File: src/rtl/mips_decode_stage_if.sv
// Decode-stage bus: fetch and writeback inputs, hazard/redirect outputs and the registered
// ID/EX payload handed to execute.
interface mips_decode_stage_if;
    logic        if_valid;
    logic [31:0] if_pc;
    logic [31:0] if_inst;
    logic        flush;
    logic        wb_we;
    logic [4:0]  wb_addr;
    logic [31:0] wb_data;
    logic        stall_out;
    logic        jump_taken;
    logic [31:0] jump_target;
    logic        ex_valid;
    logic [31:0] ex_pc4;
    logic [31:0] ex_rs_data;
    logic [31:0] ex_rt_data;
    logic [31:0] ex_imm;
    logic [4:0]  ex_rs;
    logic [4:0]  ex_rt;
    logic [4:0]  ex_dst;
    logic        ex_reg_write;
    logic        ex_mem_read;
    logic        ex_mem_write;
    logic        ex_mem_to_reg;
    logic        ex_alu_src;
    logic        ex_branch;
    logic [3:0]  ex_alu_op;
    logic        illegal;

    modport master (
        output if_valid, if_pc, if_inst, flush, wb_we, wb_addr, wb_data,
        input  stall_out, jump_taken, jump_target, ex_valid, ex_pc4, ex_rs_data, ex_rt_data,
               ex_imm, ex_rs, ex_rt, ex_dst, ex_reg_write, ex_mem_read, ex_mem_write,
               ex_mem_to_reg, ex_alu_src, ex_branch, ex_alu_op, illegal
    );

    modport slave (
        input  if_valid, if_pc, if_inst, flush, wb_we, wb_addr, wb_data,
        output stall_out, jump_taken, jump_target, ex_valid, ex_pc4, ex_rs_data, ex_rt_data,
               ex_imm, ex_rs, ex_rt, ex_dst, ex_reg_write, ex_mem_read, ex_mem_write,
               ex_mem_to_reg, ex_alu_src, ex_branch, ex_alu_op, illegal
    );
endinterface

File: src/rtl/mips_decode_stage.sv
// MIPS ID stage: IF/ID register, 32x32 register file with WB bypass, decoder,
// load-use stall, J redirect and the ID/EX pipeline register.
module mips_decode_stage (
    input logic                clk,
    input logic                rst,
    mips_decode_stage_if.slave bus
);
    typedef enum logic [3:0] {
        AluAdd = 4'd0,
        AluSub = 4'd1,
        AluAnd = 4'd2,
        AluOr  = 4'd3,
        AluSlt = 4'd4,
        AluSll = 4'd5
    } alu_op_e;

    localparam logic [5:0] OpRtype = 6'h00;
    localparam logic [5:0] OpJ     = 6'h02;
    localparam logic [5:0] OpBeq   = 6'h04;
    localparam logic [5:0] OpAddi  = 6'h08;
    localparam logic [5:0] OpLw    = 6'h23;
    localparam logic [5:0] OpSw    = 6'h2B;

    logic        id_valid_q;
    logic [31:0] id_pc_q;
    logic [31:0] id_inst_q;
    logic [31:0] rf_q [32];

    logic [5:0]  op;
    logic [5:0]  funct;
    logic [4:0]  rs;
    logic [4:0]  rt;
    logic [4:0]  rd;
    logic [31:0] pc4;
    logic [31:0] rs_data;
    logic [31:0] rt_data;

    assign op    = id_inst_q[31:26];
    assign funct = id_inst_q[5:0];
    assign rs    = id_inst_q[25:21];
    assign rt    = id_inst_q[20:16];
    assign rd    = id_inst_q[15:11];
    assign pc4   = id_pc_q + 32'd4;

    // A write landing this edge is visible to the instruction reading it now.
    assign rs_data = (rs == 5'd0) ? 32'd0 :
                     (bus.wb_we && bus.wb_addr == rs) ? bus.wb_data : rf_q[rs];
    assign rt_data = (rt == 5'd0) ? 32'd0 :
                     (bus.wb_we && bus.wb_addr == rt) ? bus.wb_data : rf_q[rt];

    logic    dec_reg_write;
    logic    dec_mem_read;
    logic    dec_mem_write;
    logic    dec_mem_to_reg;
    logic    dec_alu_src;
    logic    dec_branch;
    logic    dec_illegal;
    logic    dec_jump;
    logic    dec_reads_rt;
    alu_op_e dec_alu_op;
    logic [4:0] dec_dst;

    always_comb begin
        dec_reg_write  = 1'b0;
        dec_mem_read   = 1'b0;
        dec_mem_write  = 1'b0;
        dec_mem_to_reg = 1'b0;
        dec_alu_src    = 1'b0;
        dec_branch     = 1'b0;
        dec_illegal    = 1'b0;
        dec_jump       = 1'b0;
        dec_reads_rt   = 1'b0;
        dec_alu_op     = AluAdd;
        dec_dst        = 5'd0;
        case (op)
            OpRtype: begin
                dec_reads_rt  = 1'b1;
                dec_reg_write = 1'b1;
                dec_dst       = rd;
                case (funct)
                    6'h20:   dec_alu_op = AluAdd;
                    6'h22:   dec_alu_op = AluSub;
                    6'h24:   dec_alu_op = AluAnd;
                    6'h25:   dec_alu_op = AluOr;
                    6'h2A:   dec_alu_op = AluSlt;
                    6'h00:   dec_alu_op = AluSll;
                    default: begin
                        dec_reg_write = 1'b0;
                        dec_dst       = 5'd0;
                        dec_illegal   = 1'b1;
                    end
                endcase
            end
            OpLw: begin
                dec_alu_src    = 1'b1;
                dec_mem_read   = 1'b1;
                dec_mem_to_reg = 1'b1;
                dec_reg_write  = 1'b1;
                dec_dst        = rt;
            end
            OpSw: begin
                dec_alu_src   = 1'b1;
                dec_mem_write = 1'b1;
                dec_reads_rt  = 1'b1;
            end
            OpBeq: begin
                dec_alu_op   = AluSub;
                dec_branch   = 1'b1;
                dec_reads_rt = 1'b1;
            end
            OpAddi: begin
                dec_alu_src   = 1'b1;
                dec_reg_write = 1'b1;
                dec_dst       = rt;
            end
            OpJ:     dec_jump    = 1'b1;
            default: dec_illegal = 1'b1;
        endcase
    end

    logic stall;
    logic jump;
    logic issue;

    assign stall = id_valid_q && bus.ex_valid && bus.ex_mem_read && bus.ex_dst != 5'd0 &&
                   (bus.ex_dst == rs || (bus.ex_dst == rt && dec_reads_rt));
    assign jump  = id_valid_q && dec_jump && !stall && !bus.flush;
    // J resolves here, so it never occupies ID/EX as a real instruction.
    assign issue = id_valid_q && !bus.flush && !stall && !dec_jump;

    assign bus.stall_out   = stall;
    assign bus.jump_taken  = jump;
    assign bus.jump_target = {pc4[31:28], id_inst_q[25:0], 2'b00};

    always_ff @(posedge clk or posedge rst) begin
        if (rst) begin
            for (int i = 0; i < 32; i++) rf_q[i] <= 32'd0;
        end else if (bus.wb_we && bus.wb_addr != 5'd0) begin
            rf_q[bus.wb_addr] <= bus.wb_data;
        end
    end

    always_ff @(posedge clk or posedge rst) begin
        if (rst) begin
            id_valid_q <= 1'b0;
            id_pc_q    <= 32'd0;
            id_inst_q  <= 32'd0;
        end else if (bus.flush || jump) begin
            id_valid_q <= 1'b0;
        end else if (!stall) begin
            id_valid_q <= bus.if_valid;
            id_pc_q    <= bus.if_pc;
            id_inst_q  <= bus.if_inst;
        end
    end

    always_ff @(posedge clk or posedge rst) begin
        if (rst) begin
            bus.ex_valid      <= 1'b0;
            bus.ex_pc4        <= 32'd0;
            bus.ex_rs_data    <= 32'd0;
            bus.ex_rt_data    <= 32'd0;
            bus.ex_imm        <= 32'd0;
            bus.ex_rs         <= 5'd0;
            bus.ex_rt         <= 5'd0;
            bus.ex_dst        <= 5'd0;
            bus.ex_reg_write  <= 1'b0;
            bus.ex_mem_read   <= 1'b0;
            bus.ex_mem_write  <= 1'b0;
            bus.ex_mem_to_reg <= 1'b0;
            bus.ex_alu_src    <= 1'b0;
            bus.ex_branch     <= 1'b0;
            bus.ex_alu_op     <= AluAdd;
            bus.illegal       <= 1'b0;
        end else begin
            bus.ex_valid      <= issue;
            bus.ex_pc4        <= pc4;
            bus.ex_rs_data    <= rs_data;
            bus.ex_rt_data    <= rt_data;
            bus.ex_imm        <= {{16{id_inst_q[15]}}, id_inst_q[15:0]};
            bus.ex_rs         <= rs;
            bus.ex_rt         <= rt;
            bus.ex_dst        <= dec_dst;
            bus.ex_reg_write  <= issue && dec_reg_write;
            bus.ex_mem_read   <= issue && dec_mem_read;
            bus.ex_mem_write  <= issue && dec_mem_write;
            bus.ex_mem_to_reg <= issue && dec_mem_to_reg;
            bus.ex_alu_src    <= issue && dec_alu_src;
            bus.ex_branch     <= issue && dec_branch;
            bus.ex_alu_op     <= issue ? dec_alu_op : AluAdd;
            bus.illegal       <= issue && dec_illegal;
        end
    end
endmodule

File: src/flat_wrapper.sv
// flat-port wrapper written by rule: the top's interface ports become plain ports
module mips_decode_stage_flat 
  (clk, rst, bus_if_valid, bus_if_pc, bus_if_inst, bus_flush, bus_wb_we, bus_wb_addr, bus_wb_data, bus_stall_out, bus_jump_taken, bus_jump_target, bus_ex_valid, bus_ex_pc4, bus_ex_rs_data, bus_ex_rt_data, bus_ex_imm, bus_ex_rs, bus_ex_rt, bus_ex_dst, bus_ex_reg_write, bus_ex_mem_read, bus_ex_mem_write, bus_ex_mem_to_reg, bus_ex_alu_src, bus_ex_branch, bus_ex_alu_op, bus_illegal);
  mips_decode_stage_if bus_i ();
  input logic clk;
  input logic rst;
  input wire logic [$bits(bus_i.if_valid)-1:0] bus_if_valid;
  input wire logic [$bits(bus_i.if_pc)-1:0] bus_if_pc;
  input wire logic [$bits(bus_i.if_inst)-1:0] bus_if_inst;
  input wire logic [$bits(bus_i.flush)-1:0] bus_flush;
  input wire logic [$bits(bus_i.wb_we)-1:0] bus_wb_we;
  input wire logic [$bits(bus_i.wb_addr)-1:0] bus_wb_addr;
  input wire logic [$bits(bus_i.wb_data)-1:0] bus_wb_data;
  output wire logic [$bits(bus_i.stall_out)-1:0] bus_stall_out;
  output wire logic [$bits(bus_i.jump_taken)-1:0] bus_jump_taken;
  output wire logic [$bits(bus_i.jump_target)-1:0] bus_jump_target;
  output wire logic [$bits(bus_i.ex_valid)-1:0] bus_ex_valid;
  output wire logic [$bits(bus_i.ex_pc4)-1:0] bus_ex_pc4;
  output wire logic [$bits(bus_i.ex_rs_data)-1:0] bus_ex_rs_data;
  output wire logic [$bits(bus_i.ex_rt_data)-1:0] bus_ex_rt_data;
  output wire logic [$bits(bus_i.ex_imm)-1:0] bus_ex_imm;
  output wire logic [$bits(bus_i.ex_rs)-1:0] bus_ex_rs;
  output wire logic [$bits(bus_i.ex_rt)-1:0] bus_ex_rt;
  output wire logic [$bits(bus_i.ex_dst)-1:0] bus_ex_dst;
  output wire logic [$bits(bus_i.ex_reg_write)-1:0] bus_ex_reg_write;
  output wire logic [$bits(bus_i.ex_mem_read)-1:0] bus_ex_mem_read;
  output wire logic [$bits(bus_i.ex_mem_write)-1:0] bus_ex_mem_write;
  output wire logic [$bits(bus_i.ex_mem_to_reg)-1:0] bus_ex_mem_to_reg;
  output wire logic [$bits(bus_i.ex_alu_src)-1:0] bus_ex_alu_src;
  output wire logic [$bits(bus_i.ex_branch)-1:0] bus_ex_branch;
  output wire logic [$bits(bus_i.ex_alu_op)-1:0] bus_ex_alu_op;
  output wire logic [$bits(bus_i.illegal)-1:0] bus_illegal;
  assign bus_i.if_valid = bus_if_valid;
  assign bus_i.if_pc = bus_if_pc;
  assign bus_i.if_inst = bus_if_inst;
  assign bus_i.flush = bus_flush;
  assign bus_i.wb_we = bus_wb_we;
  assign bus_i.wb_addr = bus_wb_addr;
  assign bus_i.wb_data = bus_wb_data;
  assign bus_stall_out = bus_i.stall_out;
  assign bus_jump_taken = bus_i.jump_taken;
  assign bus_jump_target = bus_i.jump_target;
  assign bus_ex_valid = bus_i.ex_valid;
  assign bus_ex_pc4 = bus_i.ex_pc4;
  assign bus_ex_rs_data = bus_i.ex_rs_data;
  assign bus_ex_rt_data = bus_i.ex_rt_data;
  assign bus_ex_imm = bus_i.ex_imm;
  assign bus_ex_rs = bus_i.ex_rs;
  assign bus_ex_rt = bus_i.ex_rt;
  assign bus_ex_dst = bus_i.ex_dst;
  assign bus_ex_reg_write = bus_i.ex_reg_write;
  assign bus_ex_mem_read = bus_i.ex_mem_read;
  assign bus_ex_mem_write = bus_i.ex_mem_write;
  assign bus_ex_mem_to_reg = bus_i.ex_mem_to_reg;
  assign bus_ex_alu_src = bus_i.ex_alu_src;
  assign bus_ex_branch = bus_i.ex_branch;
  assign bus_ex_alu_op = bus_i.ex_alu_op;
  assign bus_illegal = bus_i.illegal;
  mips_decode_stage u_core (.clk(clk), .rst(rst), .bus(bus_i));
endmodule
File: config.mk
export PLATFORM = sky130hd
export DESIGN_NAME = mips_decode_stage_flat
export DESIGN_NICKNAME = d
export VERILOG_FILES = /design/src/rtl/mips_decode_stage_if.sv /design/src/rtl/mips_decode_stage.sv /design/src/flat_wrapper.sv
export SDC_FILE = /design/constraint.sdc
export NUM_CORES = 2
export LEC_CHECK = 0
export BUFFER_PORTS_ARGS = -buffer_cell sky130_fd_sc_hd__buf_2
export CORE_MARGIN = 5
export CORE_UTILIZATION = 40
export CTS_CLUSTER_DIAMETER = 50
export DETAILED_ROUTE_END_ITERATION = 10
export HOLD_SLACK_MARGIN = 0.08
export PLACE_DENSITY = 0.66
export SYNTH_ARGS = -nofsm -noshare
export SYNTH_HDL_FRONTEND = slang
export SYNTH_SLANG_ARGS = --single-unit
File: constraint.sdc
create_clock -name clk -period 98.5 [get_ports clk]
set_input_delay 14.775 -clock clk [delete_from_list [all_inputs] [get_ports clk]]
set_output_delay 14.775 -clock clk [all_outputs]
set_load 0.005 [all_outputs]
==> summary.md <==
| Metric | Value |
|---|---|
| Largest net degree at the start of global routing | `194` |
| R2r setup slk | `93.23 ns` |
| Share of layout cells above drive strength 1 | `0.437` |
| Required time reported for the critical path endpoint | `83.72 ns` |
| Main synth FF type | `sky130_fd_sc_hd__dfrtp_1` |
| Starting utilization of the core area | `0.402` |
| Count of input and output buffers | `291` |
| Crit. End Element | `output pin` |
| Flip-flop and latch count after synthesis | `1226` |
| Wirelength, routed | `220000 um` |
| Worst r2r dst | `u_core.bus.ex_rt_data[9]$_DFF_PP0_` |
| Deepest level of the CTS H-tree | `4` |
| Min-Delay Path Class | `flip-flop to flip-flop` |
| Number of warnings printed during yosys synthesis | `0` |
| Worst Hold Path Cells | `0` |
| Post-cts hold buffer count | `0` |
| Leading cell types by count after synthesis | `sky130_fd_sc_hd__dfrtp_1, sky130_fd_sc_hd__mux2_2, sky130_fd_sc_hd__mux2i_1, sky130_fd_sc_hd__clkbuf_1, sky130_fd_sc_hd__mux4_2` |
| Leading cell types by total area after synthesis | `sky130_fd_sc_hd__dfrtp_1, sky130_fd_sc_hd__mux2_2, sky130_fd_sc_hd__mux4_2` |
| Worst-case reg-to-reg path depth | `7` |
| Total negative slack for setup checks | `0 ns` |
| Detailed Route Iter0 Violations | `5291` |
| Number of fillers in the final layout | `13.9k` |
| Multi-input logic area | `29700 um^2` |
| Via count | `44.2k` |
| Post-Synthesis Mean Instance Area | `13.5 um^2` |
| CTS buffer count | `147` |
| Unrepaired setup endpoints after global routing | `no` |
| Leakage | `30.7 nW` |
| Signal arrival time at the worst endpoint | `15.54 ns` |
| First-pass GRT wire length | `317000 um` |
| Die height | `406 um` |
| Most frequent cell after synthesis | `sky130_fd_sc_hd__dfrtp_1` |
| Portion of synthesized cell area occupied by the leading cell type | `0.489` |
| Number of synthesized flops with an enable pin | `0` |
| I/O pin total | `295` |
| Maximum capacitance violations | `0` |
| Die ar. | `165000 um^2` |
| Cell variety after synth | `61` |
| Root buffer cell | `sky130_fd_sc_hd__clkbuf_16` |
| Run status | `finished clean` |
| Number of global-route vias before repair | `44.6k` |
| Worst-path cell with the longest stage delay | `sky130_fd_sc_hd__nor3_1` |
| Placed wire-length estimate | `122000 um` |
| Final core area utilization | `0.454` |
| Cell area after synthesis | `62800 um^2` |
| Sequential area share after synthesis | `0.489` |
| Final #Nets | `4772` |
| Layout Area Growth over Synthesis | `12.9%` |
| Total global-route track usage | `0.263` |
| Standard-cell rows | `145` |
| Via density | `6.46` |
| Worst reg2reg startpoint | `u_core.id_inst_q[16]$_DFFE_PP0P_` |
| Cell count after synthesis | `4658` |
| Number of antenna violations at the first check in global routing | `26` |
| Worst rel slew slack | `0.0921` |
| Longest Clk Path Bufs | `3` |
| Avg WL per Cell | `32.2 um` |
| Origin of the worst min-delay path | `u_core.id_pc_q[0]$_DFFE_PP0P_` |
| Detailed Routing Iterations Pass 1 | `6` |
| Count of buffers added by post-CTS timing repair for setup | `0` |
| Worst Hold Endpoint | `u_core.bus.ex_pc4[0]$_DFF_PP0_` |
| Maximum clock frequency | `0.0330 GHz` |
| Count of cells resized by post-cts repair | `0` |
| Placer congestion estimate | `0.873` |
| FFs w/ async S/R, synth | `1.00` |
| Power per cell area | `21.9 nW/um^2` |
| Sink count of the clock tree | `1226` |
| Most area-hungry cell type in the Yosys netlist | `sky130_fd_sc_hd__dfrtp_1` |
| Area used by sequential logic in the layout | `30700 um^2` |
| Largest stage delay on the critical path | `0.19 ns` |
| Kind of start point of the critical path | `primary input` |
| Clock network latency to the later pin of the worst-skew pair | `0.77 ns` |
| Worst-case vdd ir drop | `0.0181 mV` |
| Post-route clock skew | `0.0543 ns` |
| Final count of negative-setup-slack endpoints | `0` |
| Final Slew Violations | `0` |
| Final count of hold timing violations | `0` |
| CTS tree | `done` |
| Chip width | `406 um` |
| Post-CTS clock slew at the launch and capture registers of the worst setup and hold paths | `0.06 ns` |
| Worst-path maximum fanout | `6` |
| Crit path time final | `30.32 ns` |
| Critical Path Most Common Cell | `sky130_fd_sc_hd__buf_2` |
| Worst Path Class, Setup | `primary input to output pin` |
| CP Cell Sequence | `buf_2, inv_1, nand2_1, nor3_1, buf_2` |
| Total overflow reported by the global router | `0` |
| Final Cycle Share | `0.308` |
| ANT nets after route | `0` |
| Slew of the pin with the lowest slew margin | `1.35 ns` |
| Core box area | `156000 um^2` |
| Residual DRC count | `0` |
-- power breakdown --
| part | internal, W | switching [W] |
|---|---|---|
| Sequential | 0.000594 | 0.0000702 |
| Combinational | 0.000162 | 0.000146 |
| Clock | 0.000347 | 0.000232 |
| Total | 0.00110 | 0.000448 |
-- cell usage in the layout, fill, tap and decap left out, types with 19 or more instances in the layout --
cell and n:
sky130_fd_sc_hd__a32o_1 46, sky130_fd_sc_hd__a22o_1 69, sky130_fd_sc_hd__nor2_1 87, sky130_fd_sc_hd__mux2_2 1064
sky130_fd_sc_hd__o22ai_1 106, sky130_fd_sc_hd__bufinv_16 19, sky130_fd_sc_hd__dfrtp_1 1216, sky130_fd_sc_hd__buf_2 291
sky130_fd_sc_hd__o221ai_1 49, sky130_fd_sc_hd__buf_4 104, sky130_fd_sc_hd__mux2i_1 372, sky130_fd_sc_hd__nand3_1 31
sky130_fd_sc_hd__mux4_2 291, sky130_fd_sc_hd__o31ai_1 64, sky130_fd_sc_hd__o211ai_1 63, sky130_fd_sc_hd__clkbuf_8 25
sky130_fd_sc_hd__a21oi_1 50, sky130_fd_sc_hd__nor3_1 28, sky130_fd_sc_hd__a22oi_1 47, sky130_fd_sc_hd__clkbuf_16 147
sky130_fd_sc_hd__xnor2_1 32, sky130_fd_sc_hd__a211oi_1 25, sky130_fd_sc_hd__o21ai_0 67, sky130_fd_sc_hd__nand2_1 86
sky130_fd_sc_hd__inv_1 75
-- worst max-delay path: cells and delay by family --
| kind | cells | cell delay (ns) |
|---|---|---|
| buffers and inverters | 3 | 0.40 |
| AND/OR/NAND/NOR | 2 | 0.36 |
-- flip-flops by register name, summed over array words and instances (netlist names), 16 cells and up --
register,flops
u_core.rf_q,1024
u_core.bus.ex_pc4,32
u_core.bus.ex_rs_data,32
u_core.bus.ex_rt_data,32
u_core.id_inst_q,32
u_core.id_pc_q,32
u_core.bus.ex_imm,16
-- cell families (layout without fill, tap and decap cells) --
family	after synthesis	in the layout	share of synthesized area
compound gates	662	662	0.0780
xor+xnor	49	49	0.00684
fa+ha+maj	1	1	0.000199
buf+inv	625	746	0.0432
flops	1226	1226	0.489
mux	1727	1727	0.355
other cells	1	14	0.0000597
simple gates	367	367	0.0282
-- worst max path at each step --
stage	startpoint	slack (ns)	to
5_1_grt	bus_flush	68.17	bus_jump_taken
3_5_place_dp	bus_flush	68.20	bus_jump_taken
4_1_cts	bus_flush	68.20	bus_jump_taken
2_1_floorplan	rst	49.18	u_core.bus.ex_alu_op[0]$_DFF_PP0_
3_3_place_gp	bus_flush	68.15	bus_jump_taken
6_report	bus_flush	68.18	bus_jump_taken
-- stage by stage --
step | hold slack (ns) | cells | power [W] | worst slack [ns] | instance area (um^2)
after floorplan | 0.354 | 4660 | 0.000877 | 49.18 | 62800
final | 0.370 | 6850 | 0.00155 | 68.18 | 70900
after global placement | 0.364 | 6574 | 0.000963 | 68.15 | 65700
after global routing | 0.382 | 6842 | 0.00161 | 68.17 | 70900
after CTS | 0.367 | 6839 | 0.00156 | 68.20 | 70900
after detailed placement | 0.372 | 6574 | 0.000974 | 68.20 | 65700
-- final cells by class --
type	count	area share
sequential	1226	0.433
multi-input combinational	2809	0.419
clock buffer	189	0.0576
tap	2058	0.0363
timing repair buffer	403	0.0338
clock inverter	76	0.0157
inverter	78	0.00424
antenna	11	0.000388
-- metal layers --
metal | global-route usage | vias up | share of wire
met5 | 0 | - | 0.00026
met4 | 0.125 | 10 | 0.051
met3 | 0.0716 | 660 | 0.10
met2 | 0.403 | 2566 | 0.45
met1 | 0.348 | 23400 | 0.40
li1 | - | 17600 | -
(Power assumes the default switching activity.)
